<file path="config.mk">
export PLATFORM = sky130hd
export DESIGN_NAME = if_fetch_unit
export DESIGN_NICKNAME = d
export VERILOG_FILES = /design/src/rtl/if_fetch_unit.sv
export SDC_FILE = /design/constraint.sdc
export NUM_CORES = 1
export LEC_CHECK = 0
export BUFFER_PORTS_ARGS = -buffer_cell sky130_fd_sc_hd__buf_2
export CAP_MARGIN = 20
export CORE_MARGIN = 3
export CORE_UTILIZATION = 40
export CTS_CLUSTER_SIZE = 24
export DETAILED_ROUTE_END_ITERATION = 10
export PLACE_DENSITY_LB_ADDON = 0.08
export SYNTH_ARGS = -nofsm -noshare
export SYNTH_HDL_FRONTEND = slang
export SYNTH_SLANG_ARGS = --single-unit
</file>
<file path="constraint.sdc">
create_clock -name clk -period 4 [get_ports clk]
set_input_delay 0 -clock clk [delete_from_list [all_inputs] [get_ports clk]]
set_output_delay 0 -clock clk [all_outputs]
set_load 0.01 [all_outputs]
</file>
<file path="src/rtl/if_fetch_unit.sv">
// IF-stage front half: program counter, instruction-memory address and IF/ID register.
// Handles redirects, hazard stalls and parks on misaligned or out-of-range fetches.
module if_fetch_unit #(
    parameter logic [31:0] RESET_PC  = 32'h0000_0000,
    parameter int unsigned MEM_BYTES = 64,
    parameter logic [31:0] NOP_WORD  = 32'h0000_0000,
    parameter int unsigned CNT_W     = 16
) (
    input  logic             clk,
    input  logic             rst_n,
    input  logic             stall,
    input  logic             redirect,
    input  logic [31:0]      redirect_pc,
    input  logic [31:0]      ins_out,
    output logic [31:0]      ins_address,
    output logic [31:0]      if_id_instr,
    output logic [31:0]      if_id_pc_plus4,
    output logic             if_id_valid,
    output logic             fetch_fault,
    output logic [CNT_W-1:0] fetch_count
);

    localparam logic [31:0]      LAST_PC = 32'(MEM_BYTES - 4);
    localparam logic [CNT_W-1:0] CNT_MAX = {CNT_W{1'b1}};
    localparam logic [CNT_W-1:0] CNT_ONE = {{(CNT_W-1){1'b0}}, 1'b1};

    function automatic logic pc_is_bad(input logic [31:0] pc);
        return (pc[1:0] != 2'b00) || (pc > LAST_PC);
    endfunction

    logic [31:0]      pc_q,    pc_d;
    logic [31:0]      instr_q, instr_d;
    logic [31:0]      pc4_q,   pc4_d;
    logic             valid_q, valid_d;
    logic             fault_q, fault_d;
    logic [CNT_W-1:0] cnt_q,   cnt_d;
    logic             bad_pc_s;

    // Next-state selection: redirect beats stall, stall beats a bad PC.
    always_comb begin
        pc_d     = pc_q;
        instr_d  = instr_q;
        pc4_d    = pc4_q;
        valid_d  = valid_q;
        fault_d  = fault_q;
        cnt_d    = cnt_q;
        bad_pc_s = pc_is_bad(pc_q);
        if (redirect) begin
            pc_d    = redirect_pc;
            instr_d = NOP_WORD;
            valid_d = 1'b0;
            fault_d = 1'b0;
        end else if (stall) begin
            pc_d = pc_q;
        end else if (bad_pc_s) begin
            instr_d = NOP_WORD;
            valid_d = 1'b0;
            fault_d = 1'b1;
        end else begin
            instr_d = ins_out;
            pc4_d   = pc_q + 32'd4;
            valid_d = 1'b1;
            pc_d    = pc_q + 32'd4;
            if (cnt_q != CNT_MAX) begin
                cnt_d = cnt_q + CNT_ONE;
            end else begin
                cnt_d = cnt_q;
            end
        end
    end

    // State registers with asynchronous reset to the idle, empty pipeline.
    always_ff @(posedge clk or negedge rst_n) begin
        if (!rst_n) begin
            pc_q    <= RESET_PC;
            instr_q <= NOP_WORD;
            pc4_q   <= 32'h0000_0000;
            valid_q <= 1'b0;
            fault_q <= 1'b0;
            cnt_q   <= {CNT_W{1'b0}};
        end else begin
            pc_q    <= pc_d;
            instr_q <= instr_d;
            pc4_q   <= pc4_d;
            valid_q <= valid_d;
            fault_q <= fault_d;
            cnt_q   <= cnt_d;
        end
    end

    assign ins_address    = pc_q;
    assign if_id_instr    = instr_q;
    assign if_id_pc_plus4 = pc4_q;
    assign if_id_valid    = valid_q;
    assign fetch_fault    = fault_q;
    assign fetch_count    = cnt_q;

endmodule
</file>
==> reports/metrics.yaml, run 1 <==
critical_path:
  cp-endpoint: "fetch_count[11]"
  reg2reg_depth: 6
  critPathKind: "flip-flop to flip-flop"
  slowest_stage: "nor2_4"
  timing.rr.end: "fetch_count[11]"
  worstPathArrival_ns: 3.03
  worst-path-buf-inv: 1
  cp-start-kind: "flip-flop"
  end_kind: "flip-flop"
  rr_startpoint: "ins_address[15]"
  worst_ep_required_time_ns: 4.38
  r2r_slack_ns: 1.36
  cpLargestDelayFamily: "simple AND/OR/NAND/NOR gates"
  path_max_fanout: 33
  cp_num_cells: 6
  slowest_delay_ns: 0.59
  startpoint: "ins_address[15]"
  worstPathCellList: "nor4_1 > nand4_1 > nor2_4 > buf_4 > nand3_1 > xnor2_1"
synth:
  avgSynthCellArea_um2: 13.7
  ys_seq_area_frac: 0.646
  yosys-mux-area-fraction: 0.0791
  synth.distinct_cells: 35
  synthSimpleGateAreaFrac: 0.134
  syn-cell-area_mm2: 0.00441
  synth_top_area_share: 0.646
  syn_nets: 393
  synth_xor_area_frac: 0.0377
  synth_compound_gate_area_share: 0.0788
  synth_cells: 323
  yosys_warnings: 0
  synth_top_family_by_area: "simple AND/OR/NAND/NOR gates"
  yosys.area.top_type: "dfrtp_1"
  synthAdderAreaFrac: 0.00567
  netlist_top_cells_area: "dfrtp_1 65%, mux2_2 7.1%, a22o_1 6.3%"
  ys_ff_latch: 114
floorplanning:
  die_h_um: 111
  initial_core_util: 0.420
  rows: 37
  coreArea_mm2: 0.0105
  fp.dieW_um: 111
  die_area_mm2: 0.0123
  io_pins: 182
place:
  place.port_buffers: 181
  gp_congestion: 0.801
  hpwl_mm: 7.36
global_route:
  grt_start_max_net_pins: 80
  antenna_found_initial: 0
  grt_pass1_vias: 3677
  track_usage: 0.193
  grt_first_pass_wirelength_mm: 19.3
  overflow: 0
pwr:
  p_leak_nw: 3.50
  ir_drop_mv: 0.214
  power.total_w: 0.00281
  power_density_mw_per_mm2: 421
finish:
  nets: 648
  drive_above_1_share: 0.426
  insertedDiodeCount: 0
  area_growth_pct: 51.5
  mostFrequentLayoutCell: "buf_2"
  fill_cells: 790
  layout_common_cells: "180 x buf_2, 114 x dfrtp_1, 67 x dlygate4sd3_1"
status:
  status: "finished clean"
timing:
  layout_min_cycle_time_ns: 2.64
  min_period_over_period: 0.661
  worst_pin_slew_ns: 0.817
  fin_worst_skew_ns: 0.00780
  maxSlewViolCount: 0
  fmax_ghz: 0.378
  rsz0062_at_grt: "false"
  fin_tns_setup_ns: 0
  finalSetupViolCount: 0
  max_slew_margin: 0.455
  hold_viol: 0
detailed_routing:
  viasPerCell: 4.89
  drcViolationCount: 0
  finalWirelength_mm: 11.8
  vias: 3543
  routedWlPerCell_um: 16.2
  drt_iter0_drc: 218
  ant_nets: 0
  first_pass_iters: 4
clock_tree:
  htree_levels: 4
  numCtsBuffers: 17
  root_buffer: "clkbuf_8"
  clk_latency_ns: 0.51
  cts_resized: 0
  clockBufferDepth: 2
  cts_tree: "built"
  clkTransAtPathRegs_ns: 0.06
  cts_sinks: 114
min_path:
  hold_class: "input port to flip-flop"
  worstHoldPathCells: 3
job:
  max_cap_violations: 0
## how the worst min path moves through the flow
stage | endpoint | from
finish | ins_address[5] | redirect
global route | fetch_fault | redirect
floorplan | fetch_count[0] | rst_n
CTS | fetch_fault | redirect
global placement | ins_address[5] | redirect_pc[5]
detailed placement | if_id_instr[3] | ins_out[3]
## cells by family (layout without fill, tap and decap cells)
logic type	Yosys count	after routing
compound gates	44	44
simple gates	95	95
xor+xnor	19	19
buf+inv	18	284
flops	114	114
mux	31	31
fa+ha+maj	2	2
## registers in the layout, indices dropped and copies added (netlist names)
name / count
fetch_count: 16
fetch_fault: 1
if_id_instr: 32
if_id_pc_plus4: 32
if_id_valid: 1
ins_address: 32
## final cells by class
class / instances / area (um2) / area share
multi-input combinational: 191 / 1480 / 0.222
clock inverter: 9 / 83.8 / 0.0125
timing repair buffer: 253 / 1640 / 0.245
tap: 136 / 170 / 0.0254
clock buffer: 21 / 459 / 0.0686
sequential: 114 / 2850 / 0.426
inverter: 1 / 3.75 / 0.000561
## power breakdown
group | internal [W] | total, W | switching [W]
logic | 0.000127 | 0.000229 | 0.000102
clock network | 0.000861 | 0.00137 | 0.000505
registers | 0.00119 | 0.00122 | 0.0000321
## worst min-delay path, delay by kind of cell
kind,cells,cell delay (ns)
buf+inv,1,0.36
simple gates,1,0.14
compound gates,1,0.05
## repair_timing
item | in CTS | in global routing
hold buffers | 66 | 1
hold endpoints to repair | 145 | 4
buffers inserted | 0 | 0
## layer usage
metal	vias to the layer above	share of wire	GRT usage
li1	1670	-	-
met1	1714	0.45	0.253
met2	150	0.47	0.304
met4	0	0.011	0.0503
met3	9	0.077	0.0715
met5	-	0	0
## stage by stage
step / hold slack (ns) / worst slack [ns] / cell area, um2 / utilization / instances
CTS: 0.0798 / 1.34 / 6650 / 0.633 / 723
detailed placement: 0.221 / 1.36 / 5450 / 0.518 / 627
global placement: 0.216 / 1.47 / 5450 / 0.518 / 627
floorplan: -0.296 / 2.15 / 4410 / - / 323
global route: 0.119 / 1.22 / 6690 / 0.637 / 725
finish: 0.0790 / 1.36 / 6690 / 0.637 / 725
## cell usage after synthesis
library cell and n:
mux2_2 28, nor4_1 5, o21ai_0 2, nand4_2 1, and3_1 6, ha_1 2, a21oi_1 4, buf_2 5
dfrtp_1 114, buf_4 2, and2_1 5, a21o_1 1, xnor2_1 16, or4_1 1, nand3_1 9, or3_4 1
o21ai_1 3, nor2_4 1, nor2_1 6, clkbuf_1 6, nor2b_1 28, mux2_1 3, xor2_1 3, or3_1 1
nand3b_1 1, nand2b_1 1, o21bai_1 1, inv_1 1, nor4_2 4, a22o_1 32, and4_1 4, o31ai_1 1
nand2_1 12, nand4_1 9, buf_1 4
Power figures use the tool's default switching activity.
==> run 2, diff against run 1 <==
==> constraint.sdc (replaced) <==
create_clock -name clk -period 2.4 [get_ports clk]
set_input_delay 0 -clock clk [delete_from_list [all_inputs] [get_ports clk]]
set_output_delay 0 -clock clk [all_outputs]
set_load 0.01 [all_outputs]
==> run 2 against run 1 <==
Against the previous run: first-iteration DRC count rose by 8.7%; critical endpoint is now fetch_count[4]; routed wire length decreased by 3.5%; largest power group unchanged; final cell count is 0.28% higher; utilization up 0.26 points.
==> reports/metrics.yaml, run 2 (same netlist as run 1, synthesis figures left out) <==
status:
  status: "finished clean"  # unchanged
global_route:
  grt_first_pass_wirelength_mm: 18.9  # was 19.3 mm
  track_usage: 0.190  # was 0.193
  grt_pass1_vias: 3645  # was 3677
  antenna_found_initial: 0  # unchanged
  overflow: 0  # unchanged
  grt_start_max_net_pins: 61  # was 80
detailed_routing:
  viasPerCell: 4.78  # was 4.89
  routedWlPerCell_um: 15.6  # was 16.2 um
  finalWirelength_mm: 11.3  # was 11.8 mm
  ant_nets: 0  # unchanged
  first_pass_iters: 4  # unchanged
  drt_iter0_drc: 237  # was 218
  drcViolationCount: 0  # unchanged
  vias: 3478  # was 3543
clock_tree:
  clkTransAtPathRegs_ns: 0.06  # about the same
  clockBufferDepth: 2  # unchanged
  cts_hold_buf: 67  # was 66
  clk_latency_ns: 0.49  # was 0.51 ns
  root_buffer: "clkbuf_8"  # unchanged
  numCtsBuffers: 17  # unchanged
  cts_setup_buffers: 0  # unchanged
  cts_sinks: 114  # unchanged
  cts_resized: 0  # unchanged
  cts_tree: "built"  # unchanged
  htree_levels: 4  # unchanged
finish:
  layout_common_cells: "180 x buf_2, 114 x dfrtp_1, 67 x dlygate4sd3_1"  # unchanged
  nets: 649  # was 648
  area_growth_pct: 52.2  # was 51.5%
  fin_util: 0.639  # was 0.637
  mostFrequentLayoutCell: "buf_2"  # unchanged
  drive_above_1_share: 0.428  # was 0.426
  insertedDiodeCount: 0  # unchanged
timing:
  finalSetupViolCount: 0  # unchanged
  rsz0062_at_grt: "false"  # unchanged
  fmax_ghz: 0.464  # was 0.378 GHz
  min_period_over_period: 0.899  # was 0.661
  max_slew_margin: 0.514  # was 0.455
  layout_min_cycle_time_ns: 2.16  # was 2.64 ns
  hold_viol: 0  # unchanged
  fin_worst_skew_ns: 0.00594  # was 0.00780 ns
  worst_pin_slew_ns: 0.729  # was 0.817 ns
  fin_tns_setup_ns: 0  # unchanged
  maxSlewViolCount: 0  # unchanged
critical_path:
  worst_ep_required_time_ns: 2.76  # was 4.38 ns
  worstPathArrival_ns: 2.52  # was 3.03 ns
  reg2reg_depth: 6  # unchanged
  critPathKind: "flip-flop to flip-flop"  # unchanged
  rr_startpoint: "ins_address[15]"  # unchanged
  cp-start-kind: "flip-flop"  # unchanged
  r2r_slack_ns: 0.24  # was 1.36 ns
  timing.rr.end: "fetch_count[4]"  # was fetch_count[11]
  startpoint: "ins_address[15]"  # unchanged
  path_max_fanout: 16  # was 33
  end_kind: "flip-flop"  # unchanged
job:
  max_cap_violations: 0  # unchanged
floorplanning:
  initial_core_util: 0.420  # unchanged
  io_pins: 182  # unchanged
  coreArea_mm2: 0.0105  # unchanged
  fp.dieW_um: 111  # unchanged
  die_area_mm2: 0.0123  # unchanged
  rows: 37  # unchanged
  die_h_um: 111  # unchanged
pwr:
  ir_drop_mv: 0.392  # was 0.214 mV
  p_leak_nw: 3.52  # was 3.50 nW
  power_density_mw_per_mm2: 705  # was 421 mW/mm2
place:
  place.port_buffers: 181  # unchanged
  gp_congestion: 0.785  # was 0.801
  hpwl_mm: 7.20  # was 7.36 mm
min_path:
  hold_class: "input port to async pin"  # was input port to flip-flop
[run 2: changes by cell type in the layout (fill, tap and decap cells not counted), sizes merged]
cell / previous run / this run
clkinv: 4 / 6
clkbuf: 21 / 20
bufinv: 1 / 2
clkinvlp: 4 / 3
buf: 186 / 187
[run 2: worst max path at each step]
stage / to / slack [ns] / cells after the start
4_1_cts: fetch_count[4] / 0.18 / 6
3_3_place_gp: fetch_count[14] / 0.28 / 5
3_5_place_dp: fetch_count[14] / 0.23 / 5
5_1_grt: fetch_count[4] / 0.04 / 6
6_report: fetch_count[4] / 0.24 / 6
2_1_floorplan: fetch_count[1] / 0.55 / 7
[run 2: layout make-up]
type / instances / area [um2]
Fill cell: 793 / 3790
Sequential cell: 114 / 2850
Timing Repair Buffer: 254 / 1650
Multi-Input combinational cell: 191 / 1480
Clock buffer: 20 / 445
Tap cell: 136 / 170
Clock inverter: 11 / 113
Inverter: 1 / 3.75
[run 2: where the power goes]
| part | internal [W] | leakage [nW] | switching, W |
|---|---|---|---|
| Clock | 0.00151 | 0.272 | 0.000815 |
| Combinational | 0.000210 | 1.73 | 0.000168 |
| Sequential | 0.00198 | 1.52 | 0.0000537 |
[run 2: critical path: stages (launching register included)]
cell and delay [ns]:
dfrtp_1 0.38, nor4_1 0.50, nand4_1 0.29, nor2_4 0.28, buf_4 0.26, nand4_1 0.14
xnor2_1 0.16
[run 2: metrics by stage]
| step | worst slack, ns | power, W | hold slack [ns] | instances | cell area (um2) |
|---|---|---|---|---|---|
| after floorplan | 0.550 | 0.00218 | -0.296 | 323 | 4410 |
| after global placement | 0.276 | 0.00236 | 0.107 | 629 | 5490 |
| after detailed placement | 0.226 | 0.00236 | 0.112 | 629 | 5490 |
| after CTS | 0.183 | 0.00480 | 0.143 | 727 | 6720 |
| after global routing | 0.0449 | 0.00495 | 0.165 | 727 | 6720 |
| final | 0.243 | 0.00474 | 0.129 | 727 | 6720 |
[run 2: metal layers]
layer	global-route usage	wire, um	share of wire	up-vias
li1	-	-	-	1667
met1	0.254	4970	0.44	1653
met2	0.294	5420	0.48	146
met3	0.0590	836	0.074	12
met4	0.0665	120	0.011	0
met5	0	0	0	-
==> run 3, diff against run 2 <==
==> constraint.sdc (replaced) <==
create_clock -name clk -period 2.1 [get_ports clk]
set_input_delay 0 -clock clk [delete_from_list [all_inputs] [get_ports clk]]
set_output_delay 0 -clock clk [all_outputs]
set_load 0.01 [all_outputs]
==> run 3 against run 2 <==
Against the previous run: global-route usage increased by 0.37 points; via count increased by 4.4%; utilization increased by 0.68 points; clock power increased by 18%; critical endpoint is now ins_address[6]; highest routed layer unchanged.
==> reports/metrics.yaml, run 3 (same netlist as run 1, synthesis figures left out) <==
pwr:
  clkPwrFrac: 0.498  # was 0.491
  power.total_w: 0.00550  # was 0.00474 W
  p_int_w: 0.00420  # was 0.00370 W
  p_sw_frac: 0.237  # was 0.219
  p_leak_nw: 3.56  # was 3.52 nW
  switchingPower_w: 0.00130  # was 0.00104 W
  seqPwrFrac: 0.423  # was 0.429
  power_density_mw_per_mm2: 811  # was 705 mW/mm2
  power.share.combinational: 0.079  # was 0.080
  ir_drop_mv: 0.435  # was 0.392 mV
finish:
  area_growth_pct: 53.8  # was 52.2%
  drive_above_1_share: 0.441  # was 0.428
  layout_common_cells: "180 x buf_2, 114 x dfrtp_1, 66 x dlygate4sd3_1"  # was 180 x buf_2, 114 x dfrtp_1, 67 x dlygate4sd3_1
  mostFrequentLayoutCell: "buf_2"  # unchanged
  nets: 656  # was 649
  fin_util: 0.646  # was 0.639
  fin_cells: 735  # was 727
  insertedDiodeCount: 0  # unchanged
clock_tree:
  clockBufferDepth: 2  # unchanged
  clk_latency_ns: 0.50  # was 0.49 ns
  cts_sinks: 114  # unchanged
  cts_tree: "built"  # unchanged
  numCtsBuffers: 17  # unchanged
  htree_levels: 4  # unchanged
  root_buffer: "clkbuf_8"  # unchanged
  clkTransAtPathRegs_ns: 0.06  # about the same
global_route:
  grt_pass1_vias: 3722  # was 3645
  grt.met3_usage: 0.0529  # was 0.0590
  grt_start_max_net_pins: 56  # was 61
  antenna_found_initial: 0  # unchanged
  grt_most_used_layer: "met2"  # unchanged
  met1_usage: 0.261  # was 0.254
  track_usage: 0.193  # was 0.190
  gr-usage-met2: 0.305  # was 0.294
  grt_first_pass_wirelength_mm: 19.5  # was 18.9 mm
  overflow: 0  # unchanged
timing:
  fin_tns_setup_ns: 0  # unchanged
  hold_viol: 0  # unchanged
  max_slew_margin: 0.629  # was 0.514
  maxSlewViolCount: 0  # unchanged
  setup_slack_ns: 0.0889  # was 0.243 ns
  fmax_ghz: 0.497  # was 0.464 GHz
  min_period_over_period: 0.958  # was 0.899
  fin_worst_skew_ns: 0.00910  # was 0.00594 ns
  finalSetupViolCount: 0  # unchanged
  worst_pin_slew_ns: 0.557  # was 0.729 ns
  layout_min_cycle_time_ns: 2.01  # was 2.16 ns
  rsz0062_at_grt: "false"  # unchanged
place:
  dpl.cell_count: 634  # was 629
  place.port_buffers: 181  # unchanged
  hpwl_mm: 7.59  # was 7.20 mm
  dp_slack_ns: -0.118  # was 0.226 ns
  gp_congestion: 0.772  # was 0.785
floorplanning:
  fp.dieW_um: 111  # unchanged
  io_pins: 182  # unchanged
  die_h_um: 111  # unchanged
  initial_core_util: 0.420  # unchanged
  coreArea_mm2: 0.0105  # unchanged
  die_area_mm2: 0.0123  # unchanged
  rows: 37  # unchanged
critical_path:
  slowest_delay_ns: 0.41  # was 0.50 ns
  cpLargestDelayFamily: "simple AND/OR/NAND/NOR gates"  # unchanged
  rr_startpoint: "ins_address[20]"  # was ins_address[15]
  reg2reg_depth: 6  # unchanged
  r2r_slack_ns: 0.09  # was 0.24 ns
  path_max_fanout: 6  # was 16
  worst_ep_required_time_ns: 2.53  # was 2.76 ns
  worst-path-buf-inv: 1  # unchanged
  end_kind: "flip-flop"  # unchanged
  timing.rr.end: "ins_address[6]"  # was fetch_count[4]
  cp-start-kind: "flip-flop"  # unchanged
  worstPathCellList: "nor4_2 > nand4_2 > buf_4 > or3_4 > o21bai_1 > mux2_2"  # was nor4_1 > nand4_1 > nor2_4 > buf_4 > nand4_1 > xnor2_1
  slowest_stage: "dfrtp_1"  # was nor4_1
  critPathKind: "flip-flop to flip-flop"  # unchanged
  worstPathArrival_ns: 2.44  # was 2.52 ns
detailed_routing:
  ant_nets: 0  # unchanged
  drcViolationCount: 0  # unchanged
  viasPerCell: 4.94  # was 4.78
  routedWlPerCell_um: 16.1  # was 15.6 um
  first_pass_iters: 4  # unchanged
  finalWirelength_mm: 11.8  # was 11.3 mm
  drt_iter0_drc: 215  # was 237
  vias: 3632  # was 3478
job:
  max_cap_violations: 0  # unchanged
status:
  status: "finished clean"  # unchanged
min_path:
  hold_class: "input port to async pin"  # unchanged
## run 3: metal layers
metal | vias up | wire [um]
li1 | 1695 | -
met1 | 1756 | 5320
met2 | 168 | 5540
met3 | 13 | 813
met4 | 0 | 136
met5 | - | 0
## run 3: what timing repair did
| action | in CTS | in global routing |
|---|---|---|
| setup buffers | 2 | 0 |
| setup endpoints to repair | 9 | 0 |
| hold buffers | 66 | 0 |
| gates resized for setup | 1 | 0 |
| hold endpoints to repair | 179 | 0 |
## run 3: layout make-up
cell class / instances / area [um2]
fillers: 804 / 3720
flip-flops and latches: 114 / 2850
repair buffers: 260 / 1690
multi-input cells: 192 / 1500
clock buffers: 17 / 414
well taps: 136 / 170
clock inverters: 15 / 160
inverters: 1 / 3.75
## run 3: power groups by stage
stage               registers [W]  clock network (W)  logic [W]
floorplan                 0.00238                  0   0.000107
global placement          0.00235                  0   0.000341
detailed placement        0.00236                  0   0.000341
CTS                       0.00232            0.00280   0.000437
global route              0.00233            0.00293   0.000477
finish                    0.00233            0.00274   0.000434
## run 3: worst max-delay path by stage
stage,start,end,depth (start not counted)
2_1_floorplan,fetch_count[0],fetch_count[1],7
3_3_place_gp,ins_address[15],fetch_count[14],6
3_5_place_dp,ins_address[16],fetch_count[14],6
4_1_cts,ins_address[20],ins_address[2],6
5_1_grt,ins_address[7],fetch_count[9],6
6_report,ins_address[20],ins_address[6],6
## run 3: stage by stage
stage          instance area, um2  hold WS, ns
2_1_floorplan                4410       -0.296
3_3_place_gp                 5530       0.0250
3_5_place_dp                 5530       0.0276
4_1_cts                      6790       0.0489
5_1_grt                      6790       0.0792
6_report                     6790       0.0484
